<file path="src/rtl/uart_programmer.sv">
// UART bootloader: packs an 8N1 byte stream into little-endian 32-bit words for the upg_* port.
// Optional echo of accepted bytes on tx_o is enabled by defining UART_ECHO_EN.
module uart_programmer #(
  parameter int unsigned CLK_HZ         = 10_000_000,
  parameter int unsigned BAUD           = 128_000,
  parameter int unsigned TIMEOUT_CYCLES = 1_000_000
) (
  input  logic        clk,
  input  logic        rst,
  input  logic        upg_start_i,
  input  logic        rx_i,
  output logic        upg_wen_o,
  output logic [14:0] upg_adr_o,
  output logic [31:0] upg_dat_o,
  output logic        upg_done_o,
  output logic        upg_err_o,
  output logic        tx_o
);

  localparam int unsigned CLKS_PER_BIT = CLK_HZ / BAUD;
  localparam int unsigned HALF_BIT     = CLKS_PER_BIT / 2;
  localparam int unsigned CNT_W        = $clog2(CLKS_PER_BIT + 1);
  localparam int unsigned TMR_W        = $clog2(TIMEOUT_CYCLES + 1);
  localparam int unsigned ADR_W        = 15;

  localparam logic [CNT_W-1:0] BIT_LAST  = CNT_W'(CLKS_PER_BIT - 1);
  localparam logic [CNT_W-1:0] HALF_LAST = CNT_W'(HALF_BIT - 1);
  localparam logic [TMR_W-1:0] TMR_LAST  = TMR_W'(TIMEOUT_CYCLES - 1);
  localparam logic [ADR_W-1:0] ADR_LAST  = {ADR_W{1'b1}};

  typedef enum logic [1:0] {RX_IDLE, RX_START, RX_DATA, RX_STOP} rx_state_t;
  typedef enum logic {S_IDLE, S_LOAD} sess_state_t;

  // 2-FF synchronizer plus one delay stage for falling-edge detection
  logic rx_meta_q, rx_sync_q, rx_prev_q;
  always_ff @(posedge clk) begin
    if (!rst) begin
      rx_meta_q <= 1'b1;
      rx_sync_q <= 1'b1;
      rx_prev_q <= 1'b1;
    end else begin
      rx_meta_q <= rx_i;
      rx_sync_q <= rx_meta_q;
      rx_prev_q <= rx_sync_q;
    end
  end

  rx_state_t        rx_state_q, rx_state_d;
  logic [CNT_W-1:0] rx_cnt_q, rx_cnt_d;
  logic [2:0]       rx_bit_q, rx_bit_d;
  logic [7:0]       rx_shift_q, rx_shift_d;
  logic             rx_accept_c, rx_ferr_c;

  always_ff @(posedge clk) begin
    if (!rst) begin
      rx_state_q <= RX_IDLE;
      rx_cnt_q   <= '0;
      rx_bit_q   <= '0;
      rx_shift_q <= '0;
    end else begin
      rx_state_q <= rx_state_d;
      rx_cnt_q   <= rx_cnt_d;
      rx_bit_q   <= rx_bit_d;
      rx_shift_q <= rx_shift_d;
    end
  end

  always_comb begin
    rx_state_d  = rx_state_q;
    rx_cnt_d    = rx_cnt_q + CNT_W'(1);
    rx_bit_d    = rx_bit_q;
    rx_shift_d  = rx_shift_q;
    rx_accept_c = 1'b0;
    rx_ferr_c   = 1'b0;
    case (rx_state_q)
      RX_IDLE: begin
        rx_cnt_d = '0;
        if (rx_prev_q && !rx_sync_q) rx_state_d = RX_START;
      end
      RX_START: begin
        if (rx_cnt_q == HALF_LAST) begin
          rx_cnt_d   = '0;
          rx_bit_d   = '0;
          rx_state_d = rx_sync_q ? RX_IDLE : RX_DATA;
        end
      end
      RX_DATA: begin
        if (rx_cnt_q == BIT_LAST) begin
          rx_cnt_d   = '0;
          rx_shift_d = {rx_sync_q, rx_shift_q[7:1]};
          rx_bit_d   = rx_bit_q + 3'd1;
          if (rx_bit_q == 3'd7) rx_state_d = RX_STOP;
        end
      end
      RX_STOP: begin
        if (rx_cnt_q == BIT_LAST) begin
          rx_cnt_d    = '0;
          rx_state_d  = RX_IDLE;
          rx_accept_c = rx_sync_q;
          rx_ferr_c   = !rx_sync_q;
        end
      end
      default: rx_state_d = RX_IDLE;
    endcase
  end

  sess_state_t      sess_q, sess_d;
  logic [1:0]       byte_cnt_q, byte_cnt_d;
  logic [23:0]      word_q, word_d;
  logic [TMR_W-1:0] timer_q, timer_d;
  logic [ADR_W-1:0] adr_q, adr_d;
  logic [31:0]      dat_q, dat_d;
  logic             wen_q, wen_d, done_q, done_d, err_q, err_d;

  always_ff @(posedge clk) begin
    if (!rst) begin
      sess_q     <= S_IDLE;
      byte_cnt_q <= '0;
      word_q     <= '0;
      timer_q    <= '0;
      adr_q      <= '0;
      dat_q      <= '0;
      wen_q      <= 1'b0;
      done_q     <= 1'b1;
      err_q      <= 1'b0;
    end else begin
      sess_q     <= sess_d;
      byte_cnt_q <= byte_cnt_d;
      word_q     <= word_d;
      timer_q    <= timer_d;
      adr_q      <= adr_d;
      dat_q      <= dat_d;
      wen_q      <= wen_d;
      done_q     <= done_d;
      err_q      <= err_d;
    end
  end

  // Start pulse overrides any word completion, timeout or address step in the same cycle
  always_comb begin
    sess_d     = sess_q;
    byte_cnt_d = byte_cnt_q;
    word_d     = word_q;
    timer_d    = timer_q;
    adr_d      = adr_q;
    dat_d      = dat_q;
    wen_d      = 1'b0;
    done_d     = done_q;
    err_d      = err_q;
    if (upg_start_i) begin
      sess_d     = S_LOAD;
      byte_cnt_d = '0;
      timer_d    = '0;
      adr_d      = '0;
      done_d     = 1'b0;
      err_d      = 1'b0;
    end else begin
      if (rx_ferr_c) err_d = 1'b1;
      if (wen_q) begin
        if (adr_q == ADR_LAST) begin
          done_d = 1'b1;
          sess_d = S_IDLE;
        end else begin
          adr_d = adr_q + ADR_W'(1);
        end
      end
      if (sess_q == S_LOAD) begin
        if (rx_accept_c) begin
          timer_d    = '0;
          byte_cnt_d = byte_cnt_q + 2'd1;
          case (byte_cnt_q)
            2'd0:    word_d[7:0]   = rx_shift_q;
            2'd1:    word_d[15:8]  = rx_shift_q;
            2'd2:    word_d[23:16] = rx_shift_q;
            default: begin
              dat_d = {rx_shift_q, word_q};
              wen_d = 1'b1;
            end
          endcase
        end else if (timer_q == TMR_LAST) begin
          timer_d    = '0;
          byte_cnt_d = '0;
          done_d     = 1'b1;
          sess_d     = S_IDLE;
          if (byte_cnt_q != 2'd0) err_d = 1'b1;
        end else begin
          timer_d = timer_q + TMR_W'(1);
        end
      end
    end
  end

  assign upg_wen_o  = wen_q;
  assign upg_adr_o  = adr_q;
  assign upg_dat_o  = dat_q;
  assign upg_done_o = done_q;
  assign upg_err_o  = err_q;

`ifdef UART_ECHO_EN
  logic             tx_q, tx_d, tx_busy_q, tx_busy_d;
  logic [8:0]       tx_frame_q, tx_frame_d;
  logic [3:0]       tx_left_q, tx_left_d;
  logic [CNT_W-1:0] tx_cnt_q, tx_cnt_d;

  always_ff @(posedge clk) begin
    if (!rst) begin
      tx_q       <= 1'b1;
      tx_busy_q  <= 1'b0;
      tx_frame_q <= '1;
      tx_left_q  <= '0;
      tx_cnt_q   <= '0;
    end else begin
      tx_q       <= tx_d;
      tx_busy_q  <= tx_busy_d;
      tx_frame_q <= tx_frame_d;
      tx_left_q  <= tx_left_d;
      tx_cnt_q   <= tx_cnt_d;
    end
  end

  // Echoes arriving while a frame is still on the line are dropped
  always_comb begin
    tx_d       = tx_q;
    tx_busy_d  = tx_busy_q;
    tx_frame_d = tx_frame_q;
    tx_left_d  = tx_left_q;
    tx_cnt_d   = tx_cnt_q;
    if (tx_busy_q) begin
      tx_cnt_d = tx_cnt_q + CNT_W'(1);
      if (tx_cnt_q == BIT_LAST) begin
        tx_cnt_d = '0;
        if (tx_left_q == 4'd0) begin
          tx_busy_d = 1'b0;
        end else begin
          tx_d       = tx_frame_q[0];
          tx_frame_d = {1'b1, tx_frame_q[8:1]};
          tx_left_d  = tx_left_q - 4'd1;
        end
      end
    end else if (rx_accept_c && sess_q == S_LOAD) begin
      tx_busy_d  = 1'b1;
      tx_d       = 1'b0;
      tx_frame_d = {1'b1, rx_shift_q};
      tx_left_d  = 4'd9;
      tx_cnt_d   = '0;
    end
  end

  assign tx_o = tx_q;
`else
  assign tx_o = 1'b1;
`endif

endmodule

</file>
<file path="config.mk">
export PLATFORM = sky130hd
export DESIGN_NAME = uart_programmer
export DESIGN_NICKNAME = d
export VERILOG_FILES = /design/src/rtl/uart_programmer.sv
export SDC_FILE = /design/constraint.sdc
export NUM_CORES = 1
export LEC_CHECK = 0
export ABC_CLOCK_PERIOD_IN_PS = 2050
export BUFFER_PORTS_ARGS = -buffer_cell sky130_fd_sc_hd__buf_2
export CAP_MARGIN = 10
export CELL_PAD_IN_SITES_DETAIL_PLACEMENT = 0
export CELL_PAD_IN_SITES_GLOBAL_PLACEMENT = 1
export CORE_UTILIZATION = 44
export DETAILED_ROUTE_END_ITERATION = 7
export MAX_ROUTING_LAYER = met4
export PLACE_DENSITY_LB_ADDON = 0.1
export SYNTH_ARGS = -nofsm -noshare
export SYNTH_HDL_FRONTEND = slang
export SYNTH_SLANG_ARGS = --single-unit
</file>
<file path="constraint.sdc">
create_clock -name clk -period 2.05 [get_ports clk]
set_input_delay 0.3075 -clock clk [delete_from_list [all_inputs] [get_ports clk]]
set_output_delay 0.3075 -clock clk [all_outputs]
set_load 0.02 [all_outputs]
</file>
== After elaboration in Yosys (flattened, before gate mapping) ==
Cells that the tools add are included.

* Add/subtract/negate cells: 5
* Equal/unequal tests: 15
* Multiplexer cells: 39
* Bitwise operators: 6
* Reductions and logical operators: 20

{| class="wikitable"
|+ Operators with widths
! cell !! count
|-
| $mux W20 || 2
|-
| $mux W1 || 22
|-
| $pmux W7 S3 || 1
|-
| $add A20 B1 Y20 const B || 1
|-
| $eq A20 B20 Y1 const B || 1
|-
| $mux W2 || 8
|-
| $reduce_and A4 Y1 || 4
|-
| $add A15 B1 Y15 const B || 1
|-
| $eq A15 B15 Y1 const B || 1
|-
| $mux W7 || 2
|-
| $ne A2 B2 Y1 const B || 5
|-
| $pmux W2 S4 || 1
|-
| $add A7 B1 Y7 const B || 1
|-
| $eq A7 B6 Y1 const B || 1
|-
| $eq A7 B7 Y1 const B || 1
|-
| $eq A2 B2 Y1 const B || 3
|-
| $mux W3 || 2
|-
| $not A1 Y1 || 6
|-
| $pmux W3 S2 || 1
|-
| $reduce_and A2 Y1 || 3
|-
| $reduce_bool A2 Y1 || 3
|-
| $reduce_and A5 Y1 || 1
|-
| $eq A2 B1 Y1 const B || 2
|-
| $logic_not A2 Y1 || 2
|-
| 9 further kinds || 10
|}

* Bits in registers: 120
* Input bits: 4
* Output and inout port bits: 51
* Logic and storage cells: 103

== Depth between registers and ports, before layout ==
* Depth after elaboration: 8
* Gate-level depth with buffers: 8
* Depth with buffers taken out: 6

== Worst setup path after synthesis ==
No wires, ideal clock.

* Path kind: register -> register
* Start: register adr_q[0] (netlist: upg_adr_o[0])
* End: register adr_q[4] (netlist: upg_adr_o[4])
* Setup time: 0.086 ns
* Data arrival time: 1.874 ns
* Data required time: 1.964 ns
* Slack: 0.090 ns
* Stages on the path, launching flop included: 6
* Buffers on the path: 0
* Clock period less this slack: 1.960 ns
* Cells stage by stage: dfxtp_1 -> ha_1 -> nand4_1 -> nor4_1 -> nor3_1 -> a211oi_1

* Cells in the longest elaborated chain, start to end: 3
* Elaborated cells on any way between the ends: 4
* Classes of those cells: 1 x add/sub; 1 x eq/ne; 1 x bitwise; 1 x reduce/logical

{| class="wikitable"
|+ Ends and longest elaborated chain
! what !! RTL line !! RTL
|-
| from (decl) || 111 || <nowiki>logic [ADR_W-1:0] adr_q, adr_d;</nowiki>
|-
| from (signal assigned) || 131 || <nowiki>adr_q <= adr_d;</nowiki>
|-
| branches (longest 3 deep; another with $add A15 B1 Y15) || - ||
|}

Several ways; the timed one is not identified.
A chain may end at the register's enable or synchronous reset.

== Worst setup path in the final report ==
* Start: register timer_q[6]
* End: register timer_q[17]

* Cells in the longest elaborated chain, start to end: 3
* Elaborated cells on any way between the ends: 4
* Classes of those cells: 1 x add/sub; 1 x eq/ne; 2 x mux

{| class="wikitable"
|+ Ends and longest elaborated chain
! what !! RTL line !! RTL
|-
| from (decl) || 110 || <nowiki>logic [TMR_W-1:0] timer_q, timer_d;</nowiki>
|-
| from (signal assigned) || 130 || <nowiki>timer_q <= timer_d;</nowiki>
|-
| $add A20 B1 Y20 or $eq A20 B20 Y1 (tied branches) || 187, 180 ||
|-
| $mux W20 * || 180 || <nowiki>end else if (timer_q == TMR_LAST) begin</nowiki>
|-
| $mux W20 * || 168 || <nowiki>if (rx_accept_c) begin</nowiki>
|}

Every way passes the cells marked *; elsewhere a longest branch is shown, timed or not.

==> metrics.yaml <==
cts:
  clockRootBuffer: "sky130_fd_sc_hd__clkbuf_16"
  maximum_level_of_the_cts_h_tree: 4
  largest_buffer_count_on_any_clock_path: 2
  cts_buffers: 17
  tritoncts: "yes"
  cts.clk_slew.worst_paths_ns: 0.05
  cts_setup_buffers: 0
  tritoncts_num_sinks: 120
  clk_latency_ns: 0.41
setup_path:
  critical_path.reg2reg.endpoint: "timer_q[17]"
  endpoint_kind: "flop"
  crit_path_max_fanout: 8
  r2r_slack_ns: 0.17
  critical_path_depth: 4
  critPathTopFamily: "simple AND/OR/NAND/NOR gates"
  crit_chain: "nand3_1 -> or4_1 -> or4_1 -> a21oi_1"
  worst_ep_arrival_time_ns: 2.22
  critical_path.most_common_cell: "sky130_fd_sc_hd__or4_1"
  worstSetupStartpointType: "flop"
  cp_data_required_time_ns: 2.38
  critPathCapture: "timer_q[17]"
  worst_r2r_path_depth: 4
  worstReg2RegStart: "timer_q[6]"
  source_of_the_critical_timing_path: "timer_q[6]"
  critical_path_buf_inv_count: 0
  critical-path-slowest-cell: "sky130_fd_sc_hd__or4_1"
  critical_path.max_stage_delay_ns: 0.64
  criticalPathCategory: "reg -> reg"
power:
  ir_drop_v: 0.0006830
  cellLeakagePower_nw: 2.433
  power.density_cell_area_nw_per_um2: 887.3
hold_path:
  min_from: "rx_i"
  min-delay-path-class: "in -> reg"
  hold_path_depth: 2
floorplan:
  core-area_sq_um: 10940
  placement_rows: 38
  height_of_the_die_um: 108.5
  die_w_um: 108.5
  number_of_ports_placed_on_the_die_boundary: 55
  floorplan.die_area_sq_um: 11770
  starting_utilization_of_the_core_area: 0.4564
logic_synthesis:
  simple_gate_fraction_of_synth_area: 0.2532
  muxShareOfSynthArea: 0.05415
  postSynth.topFlopCell: "sky130_fd_sc_hd__dfxtp_1"
  synth-xor-area-share: 0.03334
  synthAdderAreaFrac: 0.02758
  synthDistinctLibCells: 48
  mappedNetlistArea_sq_um: 4991
  synth_cells: 578
  synth_top_family_by_area: "simple AND/OR/NAND/NOR gates"
  post_synth_main_area_contributors: "sky130_fd_sc_hd__dfxtp_1, sky130_fd_sc_hd__nand2_1, sky130_fd_sc_hd__a21oi_1"
  yosysTopAreaCell: "sky130_fd_sc_hd__dfxtp_1"
  synthesis.nets: 593
  ys_seq_elements: 120
  ys_async_sr_fraction: 0
  synth_edf_count: 0
  syn_area_per_cell_sq_um: 8.635
  synth_compound_gate_area_share: 0.1163
  fraction_of_the_yosys_area_taken_by_sequential_cells: 0.4813
  synth.yosys.warnings: 0
  synthDominantCellAreaShare: 0.4813
timing:
  setup_tns_ns: 0
  skew_ns: 0.006425
  timing_worst_slew_pin_value_ns: 0.4969
  setup_ws_ns: 0.1657
  slew-limit-headroom: 0.6662
  grt_setup_unrepaired: "false"
  max_freq_mhz: 530.7
  final_hold_violation_count: 0
  setup_violations: 0
  timing.hold.ws_ns: 0.08940
  layout_min_cycle_time_ns: 1.884
  timing.final.crit_share: 0.9192
  final-max-slew-violation-count: 0
layout:
  areaGrowthSynthToFinish_pct: 21.36
  layout-drive-gt1-share: 0.1608
  antenna_cells: 0
  layout.cells.most_common_list: "sky130_fd_sc_hd__dfxtp_1, sky130_fd_sc_hd__nand2_1, sky130_fd_sc_hd__a21oi_1"
  finalNetCount: 655
  most_common_cell_after_layout_fill_and_taps_aside: "sky130_fd_sc_hd__dfxtp_1"
  finished_cell_area_sq_um: 6057
global_routing:
  grt.met2_usage: 0.3101
  grt_start_max_net_pins: 69
  number_of_global_route_vias_before_repair: 3804
  overflow: 0
  grt_pass1_wl_um: 18290
  global_route_usage_sum: 0.2063
  groute.layer.met3.usage: 0.04762
  grt-busiest-layer: "met2"
  antenna_found_initial: 0
  met1_usage: 0.2672
drt:
  drc: 0
  detail_route.wirelength_um: 11000
  drt-wirelength-per-cell_um: 13.87
  initialDrtViolationCount: 212
  vias_per_cell: 5.290
  vias: 4195
  drtPass1Iterations: 4
  postRouteAntennaNets: 0
outcome:
  run_status: "complete, no violations"
placed_design:
  count_of_buffers_from_port_buffering: 53
  place_worst_setup_slack_ns: 0.1078
  placed_area_sq_um: 5470
  dpl.hpwl_um: 7432
  routabilityCongestion: 0.7662
run:
  timing.max_cap.violations: 0
[synthesized netlist by cell type (all sizes together) (2+ instances only)]
library cell	number
xnor2	9
dfxtp	120
a211oi	7
nor2b	6
nor3b	2
nand2b	5
and4bb	2
o21ai	13
or3	6
a21oi	57
o31ai	5
and3	8
clkbuf	20
a31oi	6
buf	7
nand3	26
nor4	6
nor3	7
nand3b	3
o211ai	3
a21o	3
mux2i	27
or2	2
nor4bb	2
and2	3
inv	13
or4	6
and4	5
nand4	19
o31a	2
ha	11
nand2	95
nor2	55
xor2	10
[cells by family (layout without fill, tap and decap cells)]
logic type | Yosys count | in the layout
compound gates | 100 | 100
xor+xnor | 19 | 19
fa+ha+maj | 11 | 11
buf+inv | 41 | 116
flops | 120 | 120
mux | 27 | 27
other cells | 1 | 1
simple gates | 259 | 259
[per-stage QoR]
stage | util | instances | power (mW)
6_report | 0.5539 | 793 | 5.374
5_1_grt | 0.5539 | 793 | 5.576
4_1_cts | 0.5535 | 793 | 5.435
3_5_place_dp | 0.5002 | 761 | 2.494
3_3_place_gp | 0.5002 | 761 | 2.492
2_1_floorplan | - | 578 | 2.462
[state kept, by name, summed over array words and instances, names as in the netlist, 2 cells and up, named ones only]
signal and flops:
byte_cnt_q 2, rx_bit_q 3, rx_cnt_q 7, rx_shift_q 8, timer_q 20, upg_adr_o 15, upg_dat_o 32, word_q 24
[worst min path at each step]
stage / to / slack (ns)
after floorplan: rx_sync_q / 0.39
after global placement: rx_sync_q / 0.40
after detailed placement: rx_sync_q / 0.41
after CTS: rx_meta_q / 0.08
after global routing: rx_meta_q / 0.09
final: rx_meta_q / 0.09
[final cells by class]
class                           instances  area [sq um]
Clock buffer                           24         461.7
Clock inverter                          8         121.4
Fill cell                            1035          4878
Inverter                               14         52.55
Multi-Input combinational cell        417          2426
Sequential cell                       120          2402
Tap cell                              140         175.2
Timing Repair Buffer                   70         417.9
[routing by layer]
layer | part of all wire | wire [um]
met1 | 0.50 | 5475
met2 | 0.46 | 5053
met3 | 0.034 | 369
met4 | 0.0088 | 97
met5 | 0 | 0
[report_power, final]
part	switching (mW)	internal (mW)	leakage (nW)	total, mW
clock network	0.992	1.94	0.282	2.93
registers	0.00975	2.34	0.968	2.35
logic	0.0629	0.0280	1.18	0.0910
[timing repair]
action / in CTS / in global routing
endpoints found under the setup margin: 0 / 1
gates resized for setup: 0 / 1
hold buffers: 0 / 0
No activity file was read; power rests on OpenSTA's default activity.
